## src/rtl/usb_tx_line_encoder_pkg.sv

```systemverilog
// Shared constants and state encoding for the USB transmit line encoder.
package usb_tx_line_encoder_pkg;

    localparam logic [7:0] SYNC_BYTE    = 8'h80;
    localparam int         STUFF_LEN    = 6;
    localparam int         EOP_SE0_BITS = 2;
    localparam int         ONES_W       = $clog2(STUFF_LEN + 1);
    localparam int         SE0_CNT_W    = $clog2(EOP_SE0_BITS + 1);
    localparam logic [1:0] LINE_SE0     = 2'b00;

    typedef enum logic [2:0] {
        ST_IDLE,
        ST_DATA,
        ST_STUFF,
        ST_EOP_SE0,
        ST_EOP_J
    } tx_state_e;

endpackage

```

## src/rtl/usb_tx_line_encoder_bit_stuffer.sv

```systemverilog
// Ones counter and NRZI toggle decision for the transmit bit stream.
module usb_tx_bit_stuffer
    import usb_tx_line_encoder_pkg::*;
(
    input  logic clk,
    input  logic rst,
    input  logic clear,
    input  logic data_step,
    input  logic stuff_step,
    input  logic bit_in,
    input  logic is_k,
    output logic is_k_next,
    output logic stuff_req
);

    logic [ONES_W-1:0] ones_q;
    logic [ONES_W-1:0] ones_d;

    always_comb begin
        ones_d = ones_q;
        if (clear || stuff_step) begin
            ones_d = '0;
        end else if (data_step) begin
            ones_d = bit_in ? ones_q + ONES_W'(1) : '0;
        end
    end

    // A stuff bit is owed when this data bit is the STUFF_LEN-th consecutive one.
    assign stuff_req = data_step & bit_in & (ones_q == ONES_W'(STUFF_LEN - 1));
    assign is_k_next = is_k ^ (stuff_step | (data_step & ~bit_in));

    always_ff @(posedge clk or negedge rst) begin
        if (!rst) begin
            ones_q <= '0;
        end else begin
            ones_q <= ones_d;
        end
    end

endmodule

```

## src/rtl/usb_tx_line_encoder.sv

```systemverilog
// USB transmit line stage: SYNC, NRZI, bit stuffing, EOP and output enable,
// with every line change paced by the bit-rate strobe.
module usb_tx_line_encoder
    import usb_tx_line_encoder_pkg::*;
(
    input  logic       clk,
    input  logic       rst,
    input  logic       bitEn,
    input  logic [1:0] JBit,
    input  logic [1:0] KBit,
    input  logic       txStart,
    input  logic [7:0] txDataIn,
    input  logic       txDataLast,
    input  logic       txDataValid,
    output logic       txDataReady,
    output logic [1:0] usbWireData,
    output logic       usbWireOE,
    output logic       txBusy,
    output logic       txUnderrun
);

    tx_state_e            state_q, state_d;
    logic [7:0]           shift_q, shift_d;
    logic [2:0]           bit_cnt_q, bit_cnt_d;
    logic                 last_q, last_d;
    logic                 eop_after_stuff_q, eop_after_stuff_d;
    logic [7:0]           hold_q, hold_d;
    logic                 hold_last_q, hold_last_d;
    logic                 hold_full_q, hold_full_d;
    logic                 se0_q, se0_d;
    logic                 is_k_q, is_k_d;
    logic                 oe_q, oe_d;
    logic                 busy_q, busy_d;
    logic                 underrun_q, underrun_d;
    logic [SE0_CNT_W-1:0] se0_cnt_q, se0_cnt_d;

    logic accept;
    logic data_step;
    logic stuff_step;
    logic ones_clear;
    logic is_k_next;
    logic stuff_req;

    usb_tx_bit_stuffer u_stuffer (
        .clk       (clk),
        .rst       (rst),
        .clear     (ones_clear),
        .data_step (data_step),
        .stuff_step(stuff_step),
        .bit_in    (shift_q[0]),
        .is_k      (is_k_q),
        .is_k_next (is_k_next),
        .stuff_req (stuff_req)
    );

    assign txDataReady = busy_q && !hold_full_q && (state_q == ST_DATA || state_q == ST_STUFF);
    assign accept      = txDataValid && txDataReady;

    always_comb begin
        state_d           = state_q;
        shift_d           = shift_q;
        bit_cnt_d         = bit_cnt_q;
        last_d            = last_q;
        eop_after_stuff_d = eop_after_stuff_q;
        hold_d            = hold_q;
        hold_last_d       = hold_last_q;
        hold_full_d       = hold_full_q;
        se0_d             = se0_q;
        is_k_d            = is_k_q;
        oe_d              = oe_q;
        busy_d            = busy_q;
        underrun_d        = 1'b0;
        se0_cnt_d         = se0_cnt_q;
        data_step         = 1'b0;
        stuff_step        = 1'b0;
        ones_clear        = 1'b0;

        if (accept) begin
            hold_d      = txDataIn;
            hold_last_d = txDataLast;
            hold_full_d = 1'b1;
        end

        case (state_q)
            ST_IDLE: begin
                if (txStart) begin
                    shift_d           = SYNC_BYTE;
                    bit_cnt_d         = '0;
                    last_d            = 1'b0;
                    eop_after_stuff_d = 1'b0;
                    se0_cnt_d         = '0;
                    busy_d            = 1'b1;
                    ones_clear        = 1'b1;
                    state_d           = ST_DATA;
                end
            end
            ST_DATA: begin
                if (bitEn) begin
                    data_step = 1'b1;
                    oe_d      = 1'b1;
                    is_k_d    = is_k_next;
                    shift_d   = {1'b0, shift_q[7:1]};
                    bit_cnt_d = bit_cnt_q + 3'd1;
                    if (stuff_req) begin
                        state_d = ST_STUFF;
                    end
                    if (bit_cnt_q == 3'd7) begin
                        // A byte handed over on this very edge is loaded directly.
                        if (hold_full_q || accept) begin
                            shift_d     = hold_full_q ? hold_q : txDataIn;
                            last_d      = hold_full_q ? hold_last_q : txDataLast;
                            hold_full_d = 1'b0;
                        end else if (last_q) begin
                            eop_after_stuff_d = stuff_req;
                            if (!stuff_req) begin
                                state_d = ST_EOP_SE0;
                            end
                        end else begin
                            underrun_d = 1'b1;
                            state_d    = ST_EOP_SE0;
                        end
                    end
                end
            end
            ST_STUFF: begin
                if (bitEn) begin
                    stuff_step = 1'b1;
                    is_k_d     = is_k_next;
                    state_d    = eop_after_stuff_q ? ST_EOP_SE0 : ST_DATA;
                end
            end
            ST_EOP_SE0: begin
                if (bitEn) begin
                    if (se0_cnt_q == SE0_CNT_W'(EOP_SE0_BITS)) begin
                        se0_d   = 1'b0;
                        is_k_d  = 1'b0;
                        state_d = ST_EOP_J;
                    end else begin
                        se0_d     = 1'b1;
                        se0_cnt_d = se0_cnt_q + SE0_CNT_W'(1);
                    end
                end
            end
            ST_EOP_J: begin
                if (bitEn) begin
                    oe_d        = 1'b0;
                    busy_d      = 1'b0;
                    hold_full_d = 1'b0;
                    state_d     = ST_IDLE;
                end
            end
            default: state_d = ST_IDLE;
        endcase
    end

    always_ff @(posedge clk or negedge rst) begin
        if (!rst) begin
            state_q           <= ST_IDLE;
            shift_q           <= '0;
            bit_cnt_q         <= '0;
            last_q            <= 1'b0;
            eop_after_stuff_q <= 1'b0;
            hold_q            <= '0;
            hold_last_q       <= 1'b0;
            hold_full_q       <= 1'b0;
            se0_q             <= 1'b0;
            is_k_q            <= 1'b0;
            oe_q              <= 1'b0;
            busy_q            <= 1'b0;
            underrun_q        <= 1'b0;
            se0_cnt_q         <= '0;
        end else begin
            state_q           <= state_d;
            shift_q           <= shift_d;
            bit_cnt_q         <= bit_cnt_d;
            last_q            <= last_d;
            eop_after_stuff_q <= eop_after_stuff_d;
            hold_q            <= hold_d;
            hold_last_q       <= hold_last_d;
            hold_full_q       <= hold_full_d;
            se0_q             <= se0_d;
            is_k_q            <= is_k_d;
            oe_q              <= oe_d;
            busy_q            <= busy_d;
            underrun_q        <= underrun_d;
            se0_cnt_q         <= se0_cnt_d;
        end
    end

    assign usbWireData = se0_q ? LINE_SE0 : (is_k_q ? KBit : JBit);
    assign usbWireOE   = oe_q;
    assign txBusy      = busy_q;
    assign txUnderrun  = underrun_q;

endmodule

```

## config.mk

```make
export PLATFORM = sky130hd
export DESIGN_NAME = usb_tx_line_encoder
export DESIGN_NICKNAME = d
export VERILOG_FILES = /design/src/rtl/usb_tx_line_encoder_pkg.sv /design/src/rtl/usb_tx_line_encoder_bit_stuffer.sv /design/src/rtl/usb_tx_line_encoder.sv
export SDC_FILE = /design/constraint.sdc
export NUM_CORES = 1
export LEC_CHECK = 0
export CAP_MARGIN = 20
export CELL_PAD_IN_SITES_DETAIL_PLACEMENT = 1
export CELL_PAD_IN_SITES_GLOBAL_PLACEMENT = 1
export CORE_ASPECT_RATIO = 0.8
export CORE_MARGIN = 1
export CORE_UTILIZATION = 44
export CTS_CLUSTER_DIAMETER = 50
export DETAILED_ROUTE_END_ITERATION = 8
export PLACE_DENSITY = 0.88
export SETUP_SLACK_MARGIN = 0.1
export SLEW_MARGIN = 10
export SYNTH_ARGS = -nofsm -noshare
export SYNTH_HDL_FRONTEND = slang
export SYNTH_HIERARCHICAL = 1
export SYNTH_SLANG_ARGS = --single-unit
```

## constraint.sdc

```tcl
create_clock -name clk -period 2.23 [get_ports clk]
set_clock_uncertainty 0.05 [all_clocks]
set_input_delay 0.446 -clock clk [delete_from_list [all_inputs] [get_ports clk]]
set_output_delay 0.446 -clock clk [all_outputs]
set_load 0.005 [all_outputs]
```

==> results.py <==
metrics = {
    "yosys": {
        "ys_seq_area_share_pct": 42.5,
        "ys.flop_type": "dfrtp_1",
        "synthCells": 200,
        "syn_area_um2": 2120,
        "yosys.area.top_type_share_pct": 42.5,
        "synth_area_leaders": "dfrtp_1 (43%), mux2_4 (5.7%), nor2_1 (3.2%), ha_1 (3.0%), a32o_1 (2.8%)",
        "synthArstFlopShare_pct": 100,
        "synth_nets": 223,
        "avgSynthCellArea_um2": 10.6,
        "ys_warn_count": 6,
        "synth_area_leader_cell": "dfrtp_1",
        "ys_types": 51,
        "synth-edff-count": 0,
        "yosys_register_bits": 36,
    },
    "floorplan": {
        "initial_core_util_pct": 46.1,
        "core-area_um2": 4600,
        "die-area_um2": 5100,
        "boundaryPins": 24,
        "die_y_um": 64.1,
        "die_w_um": 79.6,
        "num_rows": 22,
    },
    "grt": {
        "met1_usage_pct": 31.5,
        "top_usage_layer": "met2",
        "grt_pass1_wl_mm": 9.05,
        "use_met3_pct": 5.57,
        "antenna_found_initial": 0,
        "grt_max_degree": 37,
        "grt_usage_pct": 23.5,
        "grt_overflow": 0,
        "grt_pass1_vias": 1812,
        "use_met2_pct": 37.0,
    },
    "detailed_routing": {
        "antenna_left": 0,
        "wire_per_inst_um": 17.7,
        "drc": 0,
        "first_iter_violations": 92,
        "wl_mm": 5.28,
        "dr.pass1.iters": 6,
        "vias": 1675,
        "via_per_inst": 5.60,
    },
    "cts": {
        "cts_buffer_depth": 2,
        "cts.sinks": 36,
        "htree_levels": 2,
        "cts_root_buf": "clkbuf_8",
        "clkTransAtPathRegs_ns": 0.07,
        "clk_latency_ns": 0.29,
        "cts_made_buffers": 5,
        "holdBufCountCts": 0,
        "cts_tree": "yes",
    },
    "worst_setup_path": {
        "startpoint": "KBit[0]",
        "arrival_ns": 1.58,
        "regToRegSetupSlack_ns": 0.21,
        "worstReg2RegStart": "state_q[1]$_DFFE_PN0P_",
        "r2r-end": "state_q[0]$_DFFE_PN0P_",
        "worstPathRequired_ns": 1.73,
        "crit_path_max_fanout": 1,
        "path_class": "in -> out",
        "end_kind": "output pin",
        "ff2ff_path_depth": 9,
        "start_kind": "input port",
    },
    "timing": {
        "fmax_ghz": 0.482,
        "post-route-period-util_pct": 93.0,
        "hold_violations": 0,
        "rsz0062_at_grt": "false",
        "maxSlewViolCount": 0,
        "setup_viol": 0,
        "worst_slack_ns": 0.156,
        "max_slew_margin_pct": 43.3,
        "worst_slew_pin_slew_ns": 0.851,
        "period_minus_slack_ns": 2.07,
        "tns_ns": 0,
    },
    "worst_hold_path": {
        "min_path_type": "in -> async",
    },
    "place": {
        "place_congestion": 0.764,
        "io_buffer_count": 23,
        "dp_hpwl_mm": 3.84,
        "place_area_um2": 2480,
        "pre_cts_ws_ns": -0.0551,
    },
    "layout": {
        "final_area_um2": 2590,
        "final_nets": 261,
        "area_delta_synth_final_pct": 22.2,
        "post_route_cells_drive_above_1_share_pct": 21.8,
        "fin_util_pct": 56.3,
        "n_antenna_cell": 0,
    },
    "power_and_ir_drop": {
        "ir_drop_mv": 0.449,
        "powerDensity_nw_per_um2": 1150,
        "p_leak_nw": 1.15,
    },
    "run_status": {
        "outcome": "finished clean",
    },
    "flow_run": {
        "max_cap_viol_count": 0,
    },
}
## routing by layer
metal	vias up	routed length (µm)	share of wire, %
met5	-	0	0
met4	0	80	1.5
met3	11	174	3.3
met2	34	2550	48
met1	829	2480	47
li1	801	-	-
## flip-flops by register name, summed over array words and instances, names as in the netlist, 2 cells and up
signal            count
hold_q                8
state_q               3
u_stuffer/ones_q      3
shift_q               8
se0_cnt_q             2
bit_cnt_q             3
## worst max-delay path by stage
| stage | endpoint | slack, ns | cells after the start |
|---|---|---|---|
| 2_1_floorplan | state_q[0]$_DFFE_PN0P_ | 0.19 | 8 |
| 3_3_place_gp | is_k_q$_DFFE_PN0P_ | 0.07 | 8 |
| 3_5_place_dp | is_k_q$_DFFE_PN0P_ | -0.06 | 8 |
| 4_1_cts | state_q[0]$_DFFE_PN0P_ | 0.14 | 9 |
| 5_1_grt | state_q[0]$_DFFE_PN0P_ | 0.09 | 9 |
| 6_report | usbWireData[0] | 0.16 | 4 |
## where the power goes
part | leakage, nW | total, mW | switching [mW] | internal, mW
clock network | 0.0455 | 0.482 | 0.229 | 0.252
logic | 0.660 | 1.42 | 0.701 | 0.718
registers | 0.446 | 1.08 | 0.195 | 0.886
## cell usage in the layout, fill, tap and decap left out, drive strengths merged, types with 8 or more instances in the layout
cell type / n
a21oi: 10
buf: 20
clkbuf: 8
clkdlybuf4s50: 21
dfrtp: 36
inv: 8
mux2: 12
nand2: 16
nand3b: 8
nor2: 18
## synthesized netlist by cell type, types with 2 or more instances
cell,instances
nand2_2,2
nor4b_1,2
buf_2,3
mux2i_1,5
nand4b_1,2
inv_1,8
or2_1,5
a21oi_1,9
mux2_2,3
buf_6,3
a22o_1,2
clkbuf_1,4
nor3_1,5
o211ai_1,2
nor3b_1,4
o21ai_0,6
dfrtp_1,36
ha_1,5
o31ai_1,2
a32o_1,6
o21ba_2,2
nand3b_1,7
nand2b_1,6
nor2_1,18
mux2_4,8
nand2_1,14
nor2b_1,4
o22ai_1,4
## final cells by class
cell class	instances	area (µm²)
clock buffer	8	90.1
multi-input combinational	145	1110
fill	513	2010
timing repair buffer	42	379
sequential	36	903
tap	60	75.1
inverter	8	30.0
## worst max-delay path, stage by stage
cell and delay (ns):
clkdlybuf4s50_1 0.46, mux2i_1 0.08, nor2_1 0.09, clkdlybuf4s50_1 0.50
## metrics by stage
step           total power, mW  hold slack [ns]  instances
3_5_place_dp              2.47            0.433        290
4_1_cts                   3.00            0.230        299
6_report                  2.98            0.216        299
2_1_floorplan             2.05            0.100        200
5_1_grt                   3.20            0.267        299
3_3_place_gp              2.37            0.417        290
## repair_timing
item                                    4_1_cts  5_1_grt
gates resized for setup                       3        2
endpoints found under the setup margin        1        3
pin swaps                                     0        0
setup buffers                                 1        0
## kinds of logic after synthesis
logic type | Yosys count | share of synthesized area (%)
buf+inv | 19 | 5.37
fa+ha+maj | 5 | 2.95
simple gates | 76 | 21.0
mux | 17 | 10.2
flops | 36 | 42.5
xor+xnor | 2 | 1.71
compound gates | 45 | 16.2
Note: power is estimated with default switching activity, not from simulation.
